--- src/rtl/rf_seq_pkg.sv ---
// rf_seq_pkg
// Shared definitions for the register-file command sequencer:
//   - default data/address widths
//   - opcode encodings (LOADI, MOV, ADD, SUB)
//   - sequencer state enum
package rf_seq_pkg;

    localparam int DATA_W_DEF = 8;
    localparam int ADDR_W_DEF = 4;

    localparam logic [1:0] OP_LOADI = 2'b00;
    localparam logic [1:0] OP_MOV   = 2'b01;
    localparam logic [1:0] OP_ADD   = 2'b10;
    localparam logic [1:0] OP_SUB   = 2'b11;

    typedef enum logic [2:0] {
        S_IDLE  = 3'd0,
        S_READ  = 3'd1,
        S_EXEC  = 3'd2,
        S_WRITE = 3'd3,
        S_FIN   = 3'd4
    } state_t;

endpackage

--- src/rtl/rf_seq_alu.sv ---
// rf_seq_alu
// Combinational ALU for the sequencer.
// Ports:
//   op     in  2       opcode (rf_seq_pkg OP_*)
//   a, b   in  DATA_W  operands A and B
//   result out DATA_W  MOV: b, ADD: a+b, SUB: a-b (mod 2^DATA_W); LOADI: 0
//   carry  out 1       ADD: carry out, SUB: borrow (a<b), otherwise 0
module rf_seq_alu
    import rf_seq_pkg::*;
#(
    parameter int DATA_W = DATA_W_DEF
) (
    input  logic [1:0]        op,
    input  logic [DATA_W-1:0] a,
    input  logic [DATA_W-1:0] b,
    output logic [DATA_W-1:0] result,
    output logic              carry
);

    logic [DATA_W:0] sum;
    logic [DATA_W:0] diff;

    // One extra bit: the top bit is the carry for ADD and wraps to 1 on borrow for SUB.
    assign sum  = {1'b0, a} + {1'b0, b};
    assign diff = {1'b0, a} - {1'b0, b};

    always_comb begin
        result = '0;
        carry  = 1'b0;
        case (op)
            OP_MOV: result = b;
            OP_ADD: {carry, result} = sum;
            OP_SUB: {carry, result} = diff;
            default: ;
        endcase
    end

endmodule

--- src/rtl/rf_sequencer.sv ---
// rf_sequencer
// Multi-cycle command sequencer in front of the 8-bit register file. Accepts one
// command (LOADI/MOV/ADD/SUB), drives the read addresses, captures the ALU result
// and issues a single-cycle write-back.
//
// Optional feature: define RF_SEQ_FLAGS_EN to add the CARRY/ZERO status flags.
//
// Ports:
//   CLOCK_50  in   system clock, rising edge
//   RESET     in   asynchronous, active-high reset
//   START     in   command strobe (only looked at in IDLE)
//   OP        in   opcode, RX/RY register operands, IMM immediate for LOADI
//   BUSY      out  high outside IDLE
//   DONE      out  one-cycle completion pulse
//   RESULT    out  last written-back value
//   RF_REGA/B out  read addresses, RF_DATAA/B in read data
//   RF_REGW, RF_DATAW, RF_WRITE  out  write port
//   CARRY, ZERO  out  status flags (RF_SEQ_FLAGS_EN only)
//
// state   | meaning
// --------+---------------------------------------------
// S_IDLE  | waiting for START, read addresses hold
// S_READ  | read addresses settle / registered RF read
// S_EXEC  | sample read data, capture ALU result
// S_WRITE | RF_WRITE high, RESULT/flags update
// S_FIN   | DONE pulse, back to IDLE
module rf_sequencer
    import rf_seq_pkg::*;
#(
    parameter int DATA_W = DATA_W_DEF,
    parameter int ADDR_W = ADDR_W_DEF
) (
    input  logic              CLOCK_50,
    input  logic              RESET,
    input  logic              START,
    input  logic [1:0]        OP,
    input  logic [ADDR_W-1:0] RX,
    input  logic [ADDR_W-1:0] RY,
    input  logic [DATA_W-1:0] IMM,
    output logic              BUSY,
    output logic              DONE,
    output logic [DATA_W-1:0] RESULT,
    output logic [ADDR_W-1:0] RF_REGA,
    output logic [ADDR_W-1:0] RF_REGB,
    output logic [ADDR_W-1:0] RF_REGW,
    output logic [DATA_W-1:0] RF_DATAW,
    output logic              RF_WRITE,
    input  logic [DATA_W-1:0] RF_DATAA,
    input  logic [DATA_W-1:0] RF_DATAB
`ifdef RF_SEQ_FLAGS_EN
    ,
    output logic              CARRY,
    output logic              ZERO
`endif
);

    state_t state, state_nxt;

    logic [1:0]        op_q;
    logic [ADDR_W-1:0] rx_q;
    logic [DATA_W-1:0] imm_q;
    logic [DATA_W-1:0] alu_q;
    logic [DATA_W-1:0] alu_result;
    logic [DATA_W-1:0] wr_data;
`ifdef RF_SEQ_FLAGS_EN
    logic              alu_carry;
    logic              carry_q;
`else
    logic              alu_carry_unused;
`endif

    rf_seq_alu #(.DATA_W(DATA_W)) u_alu (
        .op     (op_q),
        .a      (RF_DATAA),
        .b      (RF_DATAB),
        .result (alu_result),
`ifdef RF_SEQ_FLAGS_EN
        .carry  (alu_carry)
`else
        .carry  (alu_carry_unused)
`endif
    );

    always_ff @(posedge CLOCK_50 or posedge RESET) begin
        if (RESET) state <= S_IDLE;
        else       state <= state_nxt;
    end

    // Status outputs decode straight from the state register, so RESET clears
    // RF_WRITE/BUSY/DONE immediately rather than at the next edge.
    always_comb begin
        state_nxt = state;
        BUSY      = 1'b1;
        DONE      = 1'b0;
        RF_WRITE  = 1'b0;
        case (state)
            S_IDLE: begin
                BUSY = 1'b0;
                if (START) state_nxt = (OP == OP_LOADI) ? S_WRITE : S_READ;
            end
            S_READ:  state_nxt = S_EXEC;
            S_EXEC:  state_nxt = S_WRITE;
            S_WRITE: begin
                RF_WRITE  = 1'b1;
                state_nxt = S_FIN;
            end
            S_FIN: begin
                DONE      = 1'b1;
                state_nxt = S_IDLE;
            end
            default: state_nxt = S_IDLE;
        endcase
    end

    assign wr_data  = (op_q == OP_LOADI) ? imm_q : alu_q;
    // Write port is zeroed outside WRITE so every output reads 0 after reset.
    assign RF_REGW  = RF_WRITE ? rx_q : '0;
    assign RF_DATAW = RF_WRITE ? wr_data : '0;

    always_ff @(posedge CLOCK_50 or posedge RESET) begin
        if (RESET) begin
            op_q    <= OP_LOADI;
            rx_q    <= '0;
            imm_q   <= '0;
            alu_q   <= '0;
            RF_REGA <= '0;
            RF_REGB <= '0;
            RESULT  <= '0;
        end else begin
            if (state == S_IDLE && START) begin
                op_q    <= OP;
                rx_q    <= RX;
                imm_q   <= IMM;
                RF_REGA <= RX;
                RF_REGB <= RY;
            end
            if (state == S_EXEC) alu_q <= alu_result;
            if (state == S_WRITE) RESULT <= wr_data;
        end
    end

`ifdef RF_SEQ_FLAGS_EN
    always_ff @(posedge CLOCK_50 or posedge RESET) begin
        if (RESET) begin
            carry_q <= 1'b0;
            CARRY   <= 1'b0;
            ZERO    <= 1'b0;
        end else begin
            if (state == S_EXEC) carry_q <= alu_carry;
            if (state == S_WRITE) begin
                ZERO <= (wr_data == '0);
                // LOADI and MOV leave CARRY untouched.
                if (op_q == OP_ADD || op_q == OP_SUB) CARRY <= carry_q;
            end
        end
    end
`endif

endmodule

--- config.mk ---
export PLATFORM = sky130hd
export DESIGN_NAME = rf_sequencer
export DESIGN_NICKNAME = d
export VERILOG_FILES = /design/src/rtl/rf_seq_pkg.sv /design/src/rtl/rf_seq_alu.sv /design/src/rtl/rf_sequencer.sv
export SDC_FILE = /design/constraint.sdc
export NUM_CORES = 1
export LEC_CHECK = 0
export BUFFER_PORTS_ARGS = -buffer_cell sky130_fd_sc_hd__buf_4
export CAP_MARGIN = 40
export CORE_UTILIZATION = 49
export CTS_BUF_LIST = sky130_fd_sc_hd__clkbuf_2 sky130_fd_sc_hd__clkbuf_4 sky130_fd_sc_hd__clkbuf_8
export DETAILED_ROUTE_END_ITERATION = 7
export MAX_ROUTING_LAYER = met4
export PLACE_DENSITY = 0.79
export SETUP_SLACK_MARGIN = 0.3
export SYNTH_ARGS = -nofsm -noshare
export SYNTH_HDL_FRONTEND = slang
export SYNTH_HIERARCHICAL = 1
export SYNTH_SLANG_ARGS = --single-unit
--- constraint.sdc ---
create_clock -name CLOCK_50 -period 1.6 [get_ports CLOCK_50]
set_input_delay 0.16 -clock CLOCK_50 [delete_from_list [all_inputs] [get_ports CLOCK_50]]
set_output_delay 0.16 -clock CLOCK_50 [all_outputs]
set_load 0.005 [all_outputs]
==> results.ini, run 1 <==
[outcome]
status = finished, violations left
violations = setup timing

[routing]
drt_iter0_markers = 269
routed_wl_mm = 10.84
drc_errors = 0
dr.pass1.iters = 5
detail_route.wl_per_cell_microns = 25.74
vias = 2677
via_per_inst = 6.359
ant_nets = 0

[cts]
clkTransAtPathRegs_ps = 80
cts-buffers-inserted = 5
ctsRootBufferMaster = clkbuf_8
h-tree-depth = 2
clock_latency_ps = 290
cts_buffer_depth = 2
cts_tree = yes
clock_sinks = 37

[global_routing]
grt.total_usage_pct = 31.85
antenna_found_initial = 0
first_global_vias = 2439
grt_max_degree = 38
grt_pass1_wl_mm = 11.94
overflow = 0

[timing]
worstMarginPinSlew_ps = 528.4
max_freq_ghz = 0.5273
slew_headroom_pct = 64.31
fin_setup_tns_ps = -4982
fin_skew_ps = 3.790
rsz0062_at_grt = yes
fin_ws_ps = -296.3
setup_viol = 37
report.final.hold_viol_count = 0
whs_ps = 92.92
slew_viol_final = 0
layout_min_cycle_time_ps = 1896
post-route-period-util_pct = 118.5

[finish]
n_antenna_cell = 0
layout_commonest_cell = buf_4
final_cell_mix = buf_4 (105), dfrtp_1 (36), mux2_4 (26)
syn_to_final_growth_pct = 76.27
drive_above_1_share_pct = 64.50
nNetsFinal = 423
design_area_sq_um = 4182

[worst_hold_path]
worstHoldPathType = input port to flop

[setup_path]
worst-endpoint-arrival_ps = 2080
cp-start-kind = input port
path_cells = buf_8 > clkinvlp_4 > ha_4 > nor3b_4 > o31ai_2 > a221o_1 > o311a_1 > or3_1 > mux2_4
required_ps = 1780
cp_slowest_cell = a221o_1
crit_type = input port to flop
cpPeakStageDelay_ps = 360
crit_family = simple AND/OR/NAND/NOR gates
crit_buf_inv = 2
end_kind = flop
cp_max_fo = 3

[synthesis]
synth_area_sq_um = 2372
yosys_warnings = 6
avgSynthCellArea_sq_um = 10.40
synthCells = 228
syn_nets = 283

[power_and_ir_drop]
power_density_nw_per_um2 = 1862
peakVddDrop_v = 0.0009109
p_leak_nw = 2.021

[die]
fp.dieH_microns = 71.58
start_util_pct = 52.67
rows = 24
die_area_sq_um = 5124
core_area_sq_um = 4504
ios = 68
die_w_microns = 71.58

[place]
place_congestion = 0.8888
dp_hpwl_mm = 4.757
placed_cell_area_sq_um = 3379
pre_cts_ws_ps = -500.5
port_buffers = 67

[run]
max_cap_violations = 0

==> final cells by class <==
type	instances	area, sq um
Timing Repair Buffer	141	1299
Inverter	19	90.09
Tap cell	52	65.06
Sequential cell	37	927.1
Clock buffer	6	82.58
Multi-Input combinational cell	164	1704
Clock inverter	2	13.76
Fill cell	144	322.8
==> flip-flops by register name (all words and copies together), names as in the netlist <==
register  count
op_q          2
state         3
RF_REGB       4
rx_q          4
RESULT        8
alu_q         8
imm_q         8
==> repair_timing <==
item,CTS,global route
resized for setup,62,55
cloned,1,3
buffers inserted,12,9
hold buffers,1,0
hold endpoints to repair,37,0
setup endpoints to repair,49,48
pin swaps,25,17
==> per-stage QoR <==
step / cells / power (mW) / utilization, %
finish: 421 / 7.785 / 92.83
global route: 421 / 7.989 / 92.83
CTS: 409 / 6.239 / 85.28
detailed placement: 387 / 4.805 / 75.03
global placement: 387 / 4.666 / 75.03
floorplan: 228 / 3.488 / -
==> worst reg2reg max path, stage by stage (launching register included) <==
cell and delay (ps):
dfrtp_2 440, buf_6 150, inv_4 60, buf_6 100
nor2_4 50, nand2_1 80, o41ai_1 110, or3_1 440
mux2_4 280
==> per-layer routing <==
layer | track usage [%] | share of wire (%)
met1 | 35.91 | 34
met2 | 55.66 | 49
met3 | 4.641 | 9.2
met4 | 15.25 | 7.9
met5 | - | 0
==> final timing paths <==
| check | from | endpoint | slack [ps] | cells after the start |
|---|---|---|---|---|
| max in group asynchronous | RESET | op_q[0] | 690 | 4 |
| min | IMM[6] | imm_q[6] | 90 | 2 |
| min reg2reg | RESULT[4] | RESULT[4] | 540 | 2 |
| min in group asynchronous | RESET | rx_q[0] | 550 | 4 |
| max | RF_DATAB[1] | alu_q[5] | -300 | 9 |
| max reg2reg | op_q[0] | alu_q[5] | -210 | 8 |
==> power by group <==
part / total (mW) / internal [mW] / leakage [nW] / switching (mW)
Combinational: 5.18 / 2.92 / 1.52 / 2.26
Sequential: 1.88 / 1.39 / 0.453 / 0.487
Clock: 0.732 / 0.350 / 0.0512 / 0.382
Note: power is estimated with default switching activity, not from simulation.
==> run 2: changes to the inputs <==
- CORE_UTILIZATION: 49 -> 54
- PLACE_DENSITY: 0.79 -> 0.82
- clock period: 1.6 -> 2 ns (I/O delays scaled with it)
==> results.ini, run 2 (synthesized netlist as in run 1, its figures left out) <==
[routing]
dr.pass1.iters = 5  ; unchanged
via_per_inst = 5.980  ; -6.0%
vias = 2362  ; -12%
drc_errors = 0  ; unchanged
ant_nets = 0  ; unchanged
drt_iter0_markers = 246  ; -8.6%
routed_wl_mm = 8.438  ; -22%
detail_route.wl_per_cell_microns = 21.36  ; -17%

[place]
pre_cts_ws_ps = -146.3  ; +354.2 ps
placed_cell_area_sq_um = 3141  ; -7.1%
placed_cells = 365  ; -5.7%
place_congestion = 0.9074  ; +2.1%
dp_hpwl_mm = 4.499  ; -5.4%
port_buffers = 67  ; unchanged

[timing]
slew_headroom_pct = 63.56  ; -0.75 points
report.final.hold_viol_count = 0  ; unchanged
setup_viol = 0  ; -100%
layout_min_cycle_time_ps = 1870
slew_viol_final = 0  ; unchanged
rsz0062_at_grt = yes
worstMarginPinSlew_ps = 544.6  ; +16.15 ps
fin_ws_ps = 130.3  ; +426.7 ps
fin_skew_ps = 10.13  ; +6.342 ps
whs_ps = 23.82  ; -69.09 ps
max_freq_ghz = 0.5349
post-route-period-util_pct = 93.48

[setup_path]
crit_type = input port to flop
cp_max_fo = 3  ; unchanged
r2r_start = op_q[1]
worst-endpoint-arrival_ps = 2040  ; -40 ps
cp-start-kind = input port
end_kind = flop
required_ps = 2180  ; +400 ps
crit_start = RF_DATAB[1]

[cts]
cts_tree = yes
clock_sinks = 37  ; unchanged
ctsRootBufferMaster = clkbuf_8
cts-buffers-inserted = 5  ; unchanged
clock_latency_ps = 300  ; about the same
clkTransAtPathRegs_ps = 80  ; about the same
cts_buffer_depth = 2  ; unchanged
h-tree-depth = 2  ; unchanged

[worst_hold_path]
worstHoldPathType = input port to async pin

[die]
die_area_sq_um = 4662  ; -9.0%
ios = 68  ; unchanged
core_area_sq_um = 4115  ; -8.6%
fp.dieH_microns = 68.28  ; -4.6%
die_w_microns = 68.28  ; -4.6%
rows = 23  ; -4.2%
start_util_pct = 57.65  ; +5.0 points

[power_and_ir_drop]
p_leak_nw = 1.766  ; -13%
power_density_nw_per_um2 = 1364  ; -27%
peakVddDrop_v = 0.001340  ; +47%

[finish]
nNetsFinal = 399  ; -5.7%
n_antenna_cell = 0  ; unchanged
final_cell_mix = buf_4 (104), dfrtp_1 (32), nand2_1 (22)
top_regs = RESULT: 8 flops, alu_q: 8 flops, imm_q: 8 flops
drive_above_1_share_pct = 55.94  ; -8.6 points
design_area_sq_um = 3626  ; -13%
final_cells = 395  ; -6.2%
layout_commonest_cell = buf_4
syn_to_final_growth_pct = 52.85

[outcome]
status = complete, no violations

[global_routing]
overflow = 0  ; unchanged
antenna_found_initial = 0  ; unchanged
first_global_vias = 2150  ; -12%
grt_max_degree = 38  ; unchanged
grt_pass1_wl_mm = 10.55  ; -12%
grt.total_usage_pct = 32.85  ; +1.0 points

[run]
max_cap_violations = 0  ; unchanged

run 2: cell types whose count changed in the layout (fill, tap and decap cells not counted), sizes merged:
cell	delta
clkbuf	-2
dlygate4sd3	-1
buf	-21
run 2: critical path: stages:
cell and delay, ps:
buf_8 80, clkinvlp_4 120, ha_4 260, nor3b_4 240, o31ai_2 100, a221o_1 340
o311a_1 120, or3_1 320, mux2_4 260
run 2: what timing repair did:
action                                  CTS  global route
endpoints found under the hold margin     0             0
hold buffers                              0             0
resized for setup                        34            25
buffers inserted                         14             8
pin swaps                                20            13
endpoints found under the setup margin   34            34
run 2: power by group:
group          switching [mW]  total, mW  internal, mW
Clock                   0.287      0.543         0.256
Sequential              0.303       1.42          1.12
Combinational            1.33       2.98          1.66
run 2: metrics by stage:
stage,power [mW],utilization (%),setup TNS (ps)
after floorplan,2.676,-,0
after global placement,3.416,76.32,-297.6
after detailed placement,3.503,76.32,-433.1
after CTS,4.442,84.01,0
after global routing,5.157,88.11,0
final,4.948,88.11,0
run 2: path summary, 6_finish.rpt:
kind / endpoint / slack [ps] / cells past startpoint
max: alu_q[5] / 130 / 9
min: RESULT[0] / 20 / 3
max reg2reg: alu_q[5] / 230 / 6
min reg2reg: RESULT[5] / 490 / 2
max in group asynchronous: state[2] / 1610 / 3
min in group CLOCK_50: rx_q[2] / 130 / 2
run 2: final cells by class:
class                           instances  area [sq um]
Inverter                               19         77.57
Fill cell                             175         489.2
Sequential cell                        37         932.1
Timing Repair Buffer                  117         948.4
Tap cell                               50         62.56
Clock buffer                            6         76.32
Multi-Input combinational cell        164          1519
Clock inverter                          2         10.01
run 2: metal layers:
metal  track usage [%]  up-vias  share of wire (%)
li1                  -     1024                  -
met1             38.73     1134                 38
met2             53.68      154                 50
met3             6.167       50                7.3
met4             15.63        0                4.6
met5                 -        -                  0
==> run 3: changes to the inputs <==
- CAP_MARGIN: 40 -> 25
- CORE_UTILIZATION: 54 -> 58
- PLACE_DENSITY: 0.82 -> 0.87
- clock period: 2 -> 2.31 ns (I/O delays scaled with it)
==> results.ini, run 3 (synthesized netlist as in run 1, its figures left out) <==
[outcome]
status = complete, no violations

[power_and_ir_drop]
switching_share_pct = 37.03  ; -1.7 points
design_power_total_mw = 3.388  ; -32%
peakVddDrop_v = 0.0007427  ; -45%
sequentialPowerShare_pct = 36.0  ; +7.2 points
switchingPower_mw = 1.254  ; -35%
p_comb_share_pct = 52.1  ; -8.1 points
power_density_nw_per_um2 = 1125  ; -18%
clockPowerShare_pct = 11.9  ; +0.9 points
p_leak_nw = 1.506  ; -15%
cell_internal_pwr_mw = 2.134  ; -30%

[setup_path]
r2r_start = op_q[0]
end_kind = flop
r2r_slack_ps = 430  ; +200 ps
timing.rr.end = alu_q[3]
worst-endpoint-arrival_ps = 2160  ; +120 ps
required_ps = 2480  ; +300 ps
crit_type = input port to flop
cp-start-kind = input port
cp_max_fo = 7  ; +4
r2r_cells = 6  ; unchanged

[finish]
drive_above_1_share_pct = 38.59  ; -17 points
final_cells = 346  ; -12%
top_regs = RESULT: 8 flops, alu_q: 8 flops, imm_q: 8 flops
design_area_sq_um = 3012  ; -17%
layout_commonest_cell = buf_4
nNetsFinal = 354  ; -11%
final_cell_mix = buf_4 (72), dfrtp_1 (37), nand2_1 (22)
n_antenna_cell = 0  ; unchanged
syn_to_final_growth_pct = 26.95

[cts]
cts-hold-fix-buffers = 0  ; unchanged
h-tree-depth = 2  ; unchanged
cts_tree = yes
clock_latency_ps = 280  ; -20 ps
ctsRootBufferMaster = clkbuf_8
cts_buffer_depth = 2  ; unchanged
clock_sinks = 37  ; unchanged
cts-buffers-inserted = 5  ; unchanged
clkTransAtPathRegs_ps = 70  ; about the same

[worst_hold_path]
worstHoldPathType = input port to async pin

[timing]
layout_min_cycle_time_ps = 1989
post-route-period-util_pct = 86.11
fin_setup_tns_ps = 0  ; unchanged
fin_skew_ps = 9.421  ; -0.7105 ps
max_freq_ghz = 0.5027
report.final.hold_viol_count = 0  ; unchanged
slew_headroom_pct = 57.60  ; -6.0 points
slew_viol_final = 0  ; unchanged
setup_viol = 0  ; unchanged
fin_ws_ps = 320.8  ; +190.4 ps
worstMarginPinSlew_ps = 633.2  ; +88.59 ps
rsz0062_at_grt = yes

[routing]
routed_wl_mm = 5.554  ; -34%
ant_nets = 0  ; unchanged
dr.pass1.iters = 4  ; -1
detail_route.wl_per_cell_microns = 16.05  ; -25%
via_per_inst = 5.613  ; -6.1%
drc_errors = 0  ; unchanged
drt_iter0_markers = 81  ; -67%
vias = 1942  ; -18%

[die]
core_area_sq_um = 3799  ; -7.7%
die_area_sq_um = 4350  ; -6.7%
fp.dieH_microns = 65.96  ; -3.4%
die_w_microns = 65.96  ; -3.4%
rows = 22  ; -4.3%
start_util_pct = 62.45  ; +4.8 points
ios = 68  ; unchanged

[global_routing]
grt.total_usage_pct = 27.94  ; -4.9 points
overflow = 0  ; unchanged
grt_max_degree = 38  ; unchanged
antenna_found_initial = 0  ; unchanged
grt_pass1_wl_mm = 8.597  ; -19%
first_global_vias = 1872  ; -13%

[place]
port_buffers = 67  ; unchanged
placed_cells = 338  ; -7.4%
place_congestion = 0.8794  ; -3.1%
placed_cell_area_sq_um = 2907  ; -7.5%
pre_cts_ws_ps = 25.12  ; +171.4 ps
dp_hpwl_mm = 4.169  ; -7.3%

[run]
max_cap_violations = 0  ; unchanged

run 3: cell types whose count changed in the layout (fill, tap and decap cells not counted), sizes merged:
cell	before	now
buf	117	72
clkinvlp	1	0
clkbuf	6	5
clkinv	2	1
inv	18	19
run 3: area by class of cell:
type / instances / area (sq um)
clock inverters: 1 / 5.005
multi-input cells: 164 / 1340
fillers: 267 / 787.0
inverters: 19 / 71.32
well taps: 48 / 60.06
repair buffers: 72 / 540.5
clock buffers: 5 / 68.82
flip-flops and latches: 37 / 925.9
run 3: worst max-delay path: stages:
cell,delay (ps)
buf_4,120
inv_1,50
ha_2,310
nor3b_2,260
o31ai_1,130
a221o_1,330
o311a_1,110
or3_1,340
mux2_2,260
run 3: through the flow:
stage / util [%] / hold WS [ps]
floorplan: - / 379.1
global placement: 76.52 / 369.7
detailed placement: 76.52 / 367.3
CTS: 78.59 / 65.11
global route: 79.28 / 78.25
finish: 79.28 / 51.31
run 3: layer usage:
layer  share of wire [%]  track usage (%)
met4                 1.8            8.511
met5                   0                -
met1                  42            33.30
met2                  51            46.94
met3                 5.1            6.552
run 3: worst max-delay path by stage:
stage | end | startpoint | cells after the start
global route | alu_q[5] | RF_DATAB[2] | 9
CTS | alu_q[5] | RF_DATAB[1] | 9
floorplan | alu_q[5] | RF_DATAB[1] | 8
finish | alu_q[5] | RF_DATAB[2] | 9
global placement | alu_q[5] | RF_DATAB[1] | 9
detailed placement | alu_q[5] | RF_DATAB[1] | 9
run 3: what timing repair did:
action,in CTS,in global routing
endpoints found under the setup margin,8,4
pin swaps,0,2
buffers inserted,0,2
gates resized for setup,1,3
run 3: power groups by stage:
stage                     registers, mW  clock network (mW)  logic [mW]
after floorplan                    1.14                   0        1.16
after CTS                          1.22               0.406        1.73
final                              1.22               0.403        1.77
after detailed placement           1.22                   0        1.71
after global routing               1.27               0.451        1.92
after global placement             1.19                   0        1.65
